--- config.mk ---
export PLATFORM = sky130hd
export DESIGN_NAME = pipeline_seq_ctrl
export DESIGN_NICKNAME = d
export VERILOG_FILES = /design/src/rtl/pipeline_ctrl_pkg.sv /design/src/rtl/pipeline_seq_ctrl.sv
export SDC_FILE = /design/constraint.sdc
export NUM_CORES = 1
export LEC_CHECK = 0
export ABC_AREA = 1
export BUFFER_PORTS_ARGS = -buffer_cell sky130_fd_sc_hd__clkbuf_2
export CAP_MARGIN = 40
export CORE_AREA = 2 2 39 41
export CTS_CLUSTER_SIZE = 28
export DETAILED_ROUTE_END_ITERATION = 10
export DIE_AREA = 0 0 41 43
export PLACE_DENSITY = 0.61
export RECOVER_POWER = 25
export SETUP_SLACK_MARGIN = 0.02
export SLEW_MARGIN = 10
export SYNTH_ARGS = -nofsm -noshare
export SYNTH_HDL_FRONTEND = slang
export SYNTH_SLANG_ARGS = --single-unit
--- constraint.sdc ---
create_clock -name clk -period 1.2 [get_ports clk]
set_input_delay 0 -clock clk [delete_from_list [all_inputs] [get_ports clk]]
set_output_delay 0 -clock clk [all_outputs]
set_load 0.01 [all_outputs]
--- src/rtl/pipeline_ctrl_pkg.sv ---
// Shared definitions for the pipeline sequencing controller:
// FSM state encodings and the default drain length.
package pipeline_ctrl_pkg;

   localparam int DRAIN_CYCLES_DEF = 4;

   typedef enum logic [2:0] {
      ST_IDLE  = 3'd0,
      ST_RUN   = 3'd1,
      ST_STEP  = 3'd2,
      ST_DRAIN = 3'd3,
      ST_DONE  = 3'd4
   } state_e;

   function automatic logic is_active(input state_e s);
      return (s == ST_RUN) || (s == ST_STEP) || (s == ST_DRAIN);
   endfunction

endpackage

--- src/rtl/pipeline_seq_ctrl.sv ---
// Pipeline run/step/drain sequencer driving the stage write enables.
// Optional cycle counter output: PIPELINE_SEQ_CTRL_CYCLE_CNT_EN.
module pipeline_seq_ctrl
   import pipeline_ctrl_pkg::*;
#(
   parameter int DRAIN_CYCLES = DRAIN_CYCLES_DEF
) (
   input  logic        clk,
   input  logic        rst_n,
   input  logic        dbg_run,
   input  logic        dbg_step,
   input  logic        dbg_halt,
   input  logic        halt_id,
   input  logic        hz_stall,
   input  logic        hz_jflush,
   output logic        pc_we,
   output logic        ifid_we,
   output logic        idex_we,
   output logic        exmem_we,
   output logic        memwb_we,
   output logic        ctrl_bubble,
   output logic [2:0]  state,
`ifdef PIPELINE_SEQ_CTRL_CYCLE_CNT_EN
   output logic [31:0] cycle_cnt,
`endif
   output logic        done
);

   localparam int CW = (DRAIN_CYCLES > 1) ? $clog2(DRAIN_CYCLES) : 1;
   localparam logic [CW-1:0] DRAIN_LOAD = CW'(DRAIN_CYCLES - 1);

   state_e        state_q, state_d;
   logic [CW-1:0] cnt_q, cnt_d;

   always_ff @(posedge clk or negedge rst_n) begin
      if (!rst_n) begin
         state_q <= ST_IDLE;
         cnt_q   <= '0;
      end else begin
         state_q <= state_d;
         cnt_q   <= cnt_d;
      end
   end

   always_comb begin
      state_d     = state_q;
      cnt_d       = cnt_q;
      pc_we       = 1'b0;
      ifid_we     = 1'b0;
      idex_we     = 1'b0;
      exmem_we    = 1'b0;
      memwb_we    = 1'b0;
      ctrl_bubble = 1'b0;
      done        = 1'b0;
      case (state_q)
         ST_IDLE: begin
            if (dbg_step) begin
               state_d = ST_STEP;
            end else if (dbg_run) begin
               state_d = ST_RUN;
            end
         end
         ST_RUN, ST_STEP: begin
            idex_we     = 1'b1;
            exmem_we    = 1'b1;
            memwb_we    = 1'b1;
            pc_we       = !hz_stall && !halt_id;
            ifid_we     = !hz_stall && !hz_jflush && !halt_id;
            ctrl_bubble = hz_stall || halt_id;
            // HALT outranks a debug halt; a step always ends after one cycle
            if (halt_id) begin
               state_d = ST_DRAIN;
               cnt_d   = DRAIN_LOAD;
            end else if (state_q == ST_STEP || dbg_halt) begin
               state_d = ST_IDLE;
            end
         end
         ST_DRAIN: begin
            idex_we     = 1'b1;
            exmem_we    = 1'b1;
            memwb_we    = 1'b1;
            ctrl_bubble = 1'b1;
            if (cnt_q == '0) begin
               state_d = ST_DONE;
            end else begin
               cnt_d = cnt_q - 1'b1;
            end
         end
         ST_DONE: begin
            done = 1'b1;
         end
         default: begin
            state_d = ST_IDLE;
            cnt_d   = '0;
         end
      endcase
   end

   assign state = state_q;

`ifdef PIPELINE_SEQ_CTRL_CYCLE_CNT_EN
   logic [31:0] cyc_q, cyc_d;

   always_comb begin
      cyc_d = cyc_q;
      if (is_active(state_q) && (cyc_q != 32'hFFFF_FFFF)) begin
         cyc_d = cyc_q + 32'd1;
      end
   end

   always_ff @(posedge clk or negedge rst_n) begin
      if (!rst_n) begin
         cyc_q <= '0;
      end else begin
         cyc_q <= cyc_d;
      end
   end

   assign cycle_cnt = cyc_q;
`endif

endmodule

### After elaboration in Yosys (flattened, before gate mapping)

Cells that the tools add are included.

* register bits after elaboration: 5
* bits in latches: 0
* memory bits (writable): 0
* bits in read-only memories: 0
* bits of input ports: 8
* output and inout port bits: 10
* word-level logic and storage cells: 43
* memories: 0

* add/subtract/negate cells: 1
* multipliers: 0
* divide/modulo/power cells: 0
* magnitude comparators: 0
* eq/ne operators: 9
* shift operators: 0
* multiplexer cells: 14
* bitwise logic cells: 2
* reductions and logical operators: 15

Operators by type and width (number)
* two-way mux 3 bit: 5
* one-hot mux 3 bit (4 select lines): 1
* == test 3 x 2 -> 1 bit (second input constant): 2
* != test 2 bit (second input constant): 3
* != test 3 bit (second input constant): 2
* one-hot mux 2 bit (3 select lines): 1
* two-way mux 1 bit: 4
* two-way mux 2 bit: 2
* AND reduction 4 bit: 1
* OR reduction 2 bit: 2
* == test 3 x 1 -> 1 bit (second input constant): 1
* == test 3 bit (second input constant): 1
* logical AND 1 bit: 3
* logical NOT 1 bit: 3
* logical NOT 3 bit: 1
* AND reduction 3 bit: 1
* OR reduction 3 bit: 1
* logical NOT 2 bit: 1
* logical OR 1 bit: 2
* inverter 1 bit: 2
* one-hot mux 1 bit (2 select lines): 1
* subtractor 2 x 1 -> 2 bit (second input constant): 1

### Longest topological paths before layout

* depth after elaboration: 5
* depth in mapped cells: 9

### Worst setup path before layout

No wires, ideal clock.

* path kind: reg2out
* start point: reg state_q[2], in the netlist state[2]
* end point: out ifid_we
* data arrival time: 1.151 ns
* required time: 1.200 ns
* setup slack: 0.049 ns
* cell stages (with the launch flop): 6
* buffers on the path: 0
* cell sequence: dfrtp_1 inv_2 nand3_2 nand2_2 inv_1 nor4_1

* longest elaborated chain between the ends: 3
* elaborated cells between the ends (all ways): 4
* those cells by class: eq/ne: 2; mux: 1; reduce/logical: 1

RTL lines
* start: declaration: RTL line pipeline_seq_ctrl.sv:32 `state_e state_q, state_d;`
* start signal: assignment: RTL line pipeline_seq_ctrl.sv:40 `state_q <= state_d;`
* == test 3 x 2 -> 1 bit or == test 3 x 1 -> 1 bit (tied branches): RTL line pipeline_seq_ctrl.sv:55 `case (state_q)`
* OR reduction 2 bit (*)
* two-way mux 1 bit (*): RTL line pipeline_seq_ctrl.sv:55
* end: declaration: RTL line pipeline_seq_ctrl.sv:17 `output logic ifid_we,`

Every way passes the cells marked *; elsewhere a longest branch is shown, timed or not.

### Final worst setup path

* start point: reg state_q[0], in the netlist state[0]
* end point: out ifid_we

The elaborated chain is that of the path after synthesis.

==> results.toml <==
[outcome]
status = "finished with violations"
violations = "setup timing"

[timing]
finalSetupTns_ps = -220
period_share_pct = 105
slew_viol_final = 0
hold_violations = 0
period_needed_ps = 1260
setup_viol = 7
slew_headroom_pct = 81.3
fmax_mhz = 793
setup_slack_ps = -60.9
tightest_slew_ps = 281
fin_worst_skew_ps = 2.74
rsz0062_at_grt = "true"

[critical_path]
startpoint_type = "register"
critPathRequiredTime_ps = 1200
crit_path_end_kind = "output pin"
worst-setup-path-type = "reg -> out"
critPathMaxFanout = 6
cp.arrival_ps = 1260

[global_routing]
overflow = 0
antenna_found_initial = 0
grt_first_pass_wirelength_mm = 1.67
grt_pass1_vias = 433
grt_usage_pct = 13.7
grt_max_degree = 7

[route]
drcViolationCount = 0
vias = 460
routedWlPerCell_um = 8.94
top_layer_used = "met3"
wirelength_um = 966
dr_wl_met2_um = 490
wl_met3_um = 41
dr.pass1.iters = 4
routed_via_density = 4.26
drt-initial-drc-count = 6
wl_met1_um = 433
antenna_left = 0

[cells_and_area]
final_area_um2 = 651
area_growth_pct = 65.1
insertedDiodeCount = 0
final_cell_mix = "nand2_1 (15), clkbuf_2 (10), inv_1 (9)"
mostFrequentLayoutCell = "nand2_1"
drive_above_1_share_pct = 53.3
fin_util_pct = 47.0
fin_nets = 102

[placement]
dp_slack_ps = -40.2
gp_congestion = 0.758
hpwlAfterDp_um = 736
port_buffers = 17
place_area_um2 = 499

[synthesis]
ys_warn_count = 0
ys_seq_area_share_pct = 31.7
ys_types = 18
synth_edf_count = 0
syn_nets = 72
synth_cells = 63
syn_area_um2 = 394
ys_async_sr_fraction_pct = 100
synth_area_per_cell_um2 = 6.26
synthFlopType = "dfrtp_1"
ys_ff_latch = 5

[power_and_ir_drop]
total_power_mw = 1.85
cellLeakagePower_nw = 0.374
vdd_drop_max_uv = 936
power_density_nw_per_um2 = 2840

[clocking]
cts_tree = "yes"
clock-root-buffer = "clkbuf_4"
path_clk_slew_ps = 50
clkSinkCount = 5
cts_max_level = 1
insertion_delay_ps = 240
numCtsBuffers = 3
clockBufferDepth = 2

[floorplan]
rows = 14
coreArea_um2 = 1380
die_x_um = 41
start_util_pct = 28.5
ios = 18
fp.dieH_um = 43
die_area_um2 = 1760

[job]
drv_cap = 0

[hold_path]
min_path_type = "in -> reg"
## critical path: stages (launching register included)
cell and delay (ps):
dfrtp_2 460, inv_2 70, nand3_2 80, nand2_4 90, inv_2 40, nor4_2 110, buf_2 170
## flip-flops by register name (all words and copies together), names as in the netlist
name / count
state: 3
cnt_q: 2
## through the flow
step / cells / hold WS (ps)
after floorplan: 63 / -296
after global placement: 96 / -180
after detailed placement: 96 / -176
after CTS: 106 / 41.8
after global routing: 108 / 81.8
final: 108 / 43.4
## cells by family after synthesis
| logic type | count (synthesis) | synth area share, % |
|---|---|---|
| compound gates | 5 | 6.98 |
| simple gates | 36 | 41.0 |
| fa+ha+maj | 1 | 3.17 |
| flops | 5 | 31.7 |
| buf+inv | 16 | 17.1 |
## Yosys cell counts (2+ instances only)
library cell  count  share of area (%)
o21ai_0           3                3.8
dfrtp_1           5                 32
inv_1            13                 12
nand2_1          18                 17
nor2_1            7                6.7
nand3_1           3                3.8
nand2_2           2                3.2
buf_4             2                3.8
## worst paths after layout
kind                       startpoint        to  slack (ps)  cells past startpoint
max in group asynchronous       rst_n  state[0]         820                      2
setup reg to reg             state[0]  cnt_q[1]         -20                      9
hold reg to reg              cnt_q[0]  cnt_q[0]         490                      2
min in group asynchronous       rst_n  state[2]         140                      2
setup / recovery             state[0]   ifid_we         -60                      6
hold / removal               dbg_step  state[1]          40                      3
## power breakdown
part / internal (mW) / switching (mW) / leakage [nW] / total [mW]
sequential: 0.261 / 0.0985 / 0.0609 / 0.359
combinational: 0.578 / 0.714 / 0.298 / 1.29
clock: 0.126 / 0.0684 / 0.0150 / 0.194
## what timing repair did
item                                    4_1_cts  5_1_grt
endpoints found under the setup margin       10       12
endpoints found under the hold margin         5        0
hold buffers                                  1        0
pin swaps                                     2        0
gates resized for setup                       9       18
setup buffers                                 5        2
## cell type report
| type | count | area [um^2] |
|---|---|---|
| tap | 16 | 20.0 |
| sequential | 5 | 128 |
| inverter | 14 | 52.6 |
| fill | 148 | 733 |
| clock buffer | 4 | 26.3 |
| timing repair buffer | 27 | 171 |
| multi-input combinational | 42 | 253 |
## per-layer routing
metal	track usage [%]	up-vias
met3	0	0
li1	-	249
met1	18.9	198
met5	0	-
met4	10.0	0
met2	19.7	13
Power figures use the tool's default switching activity.
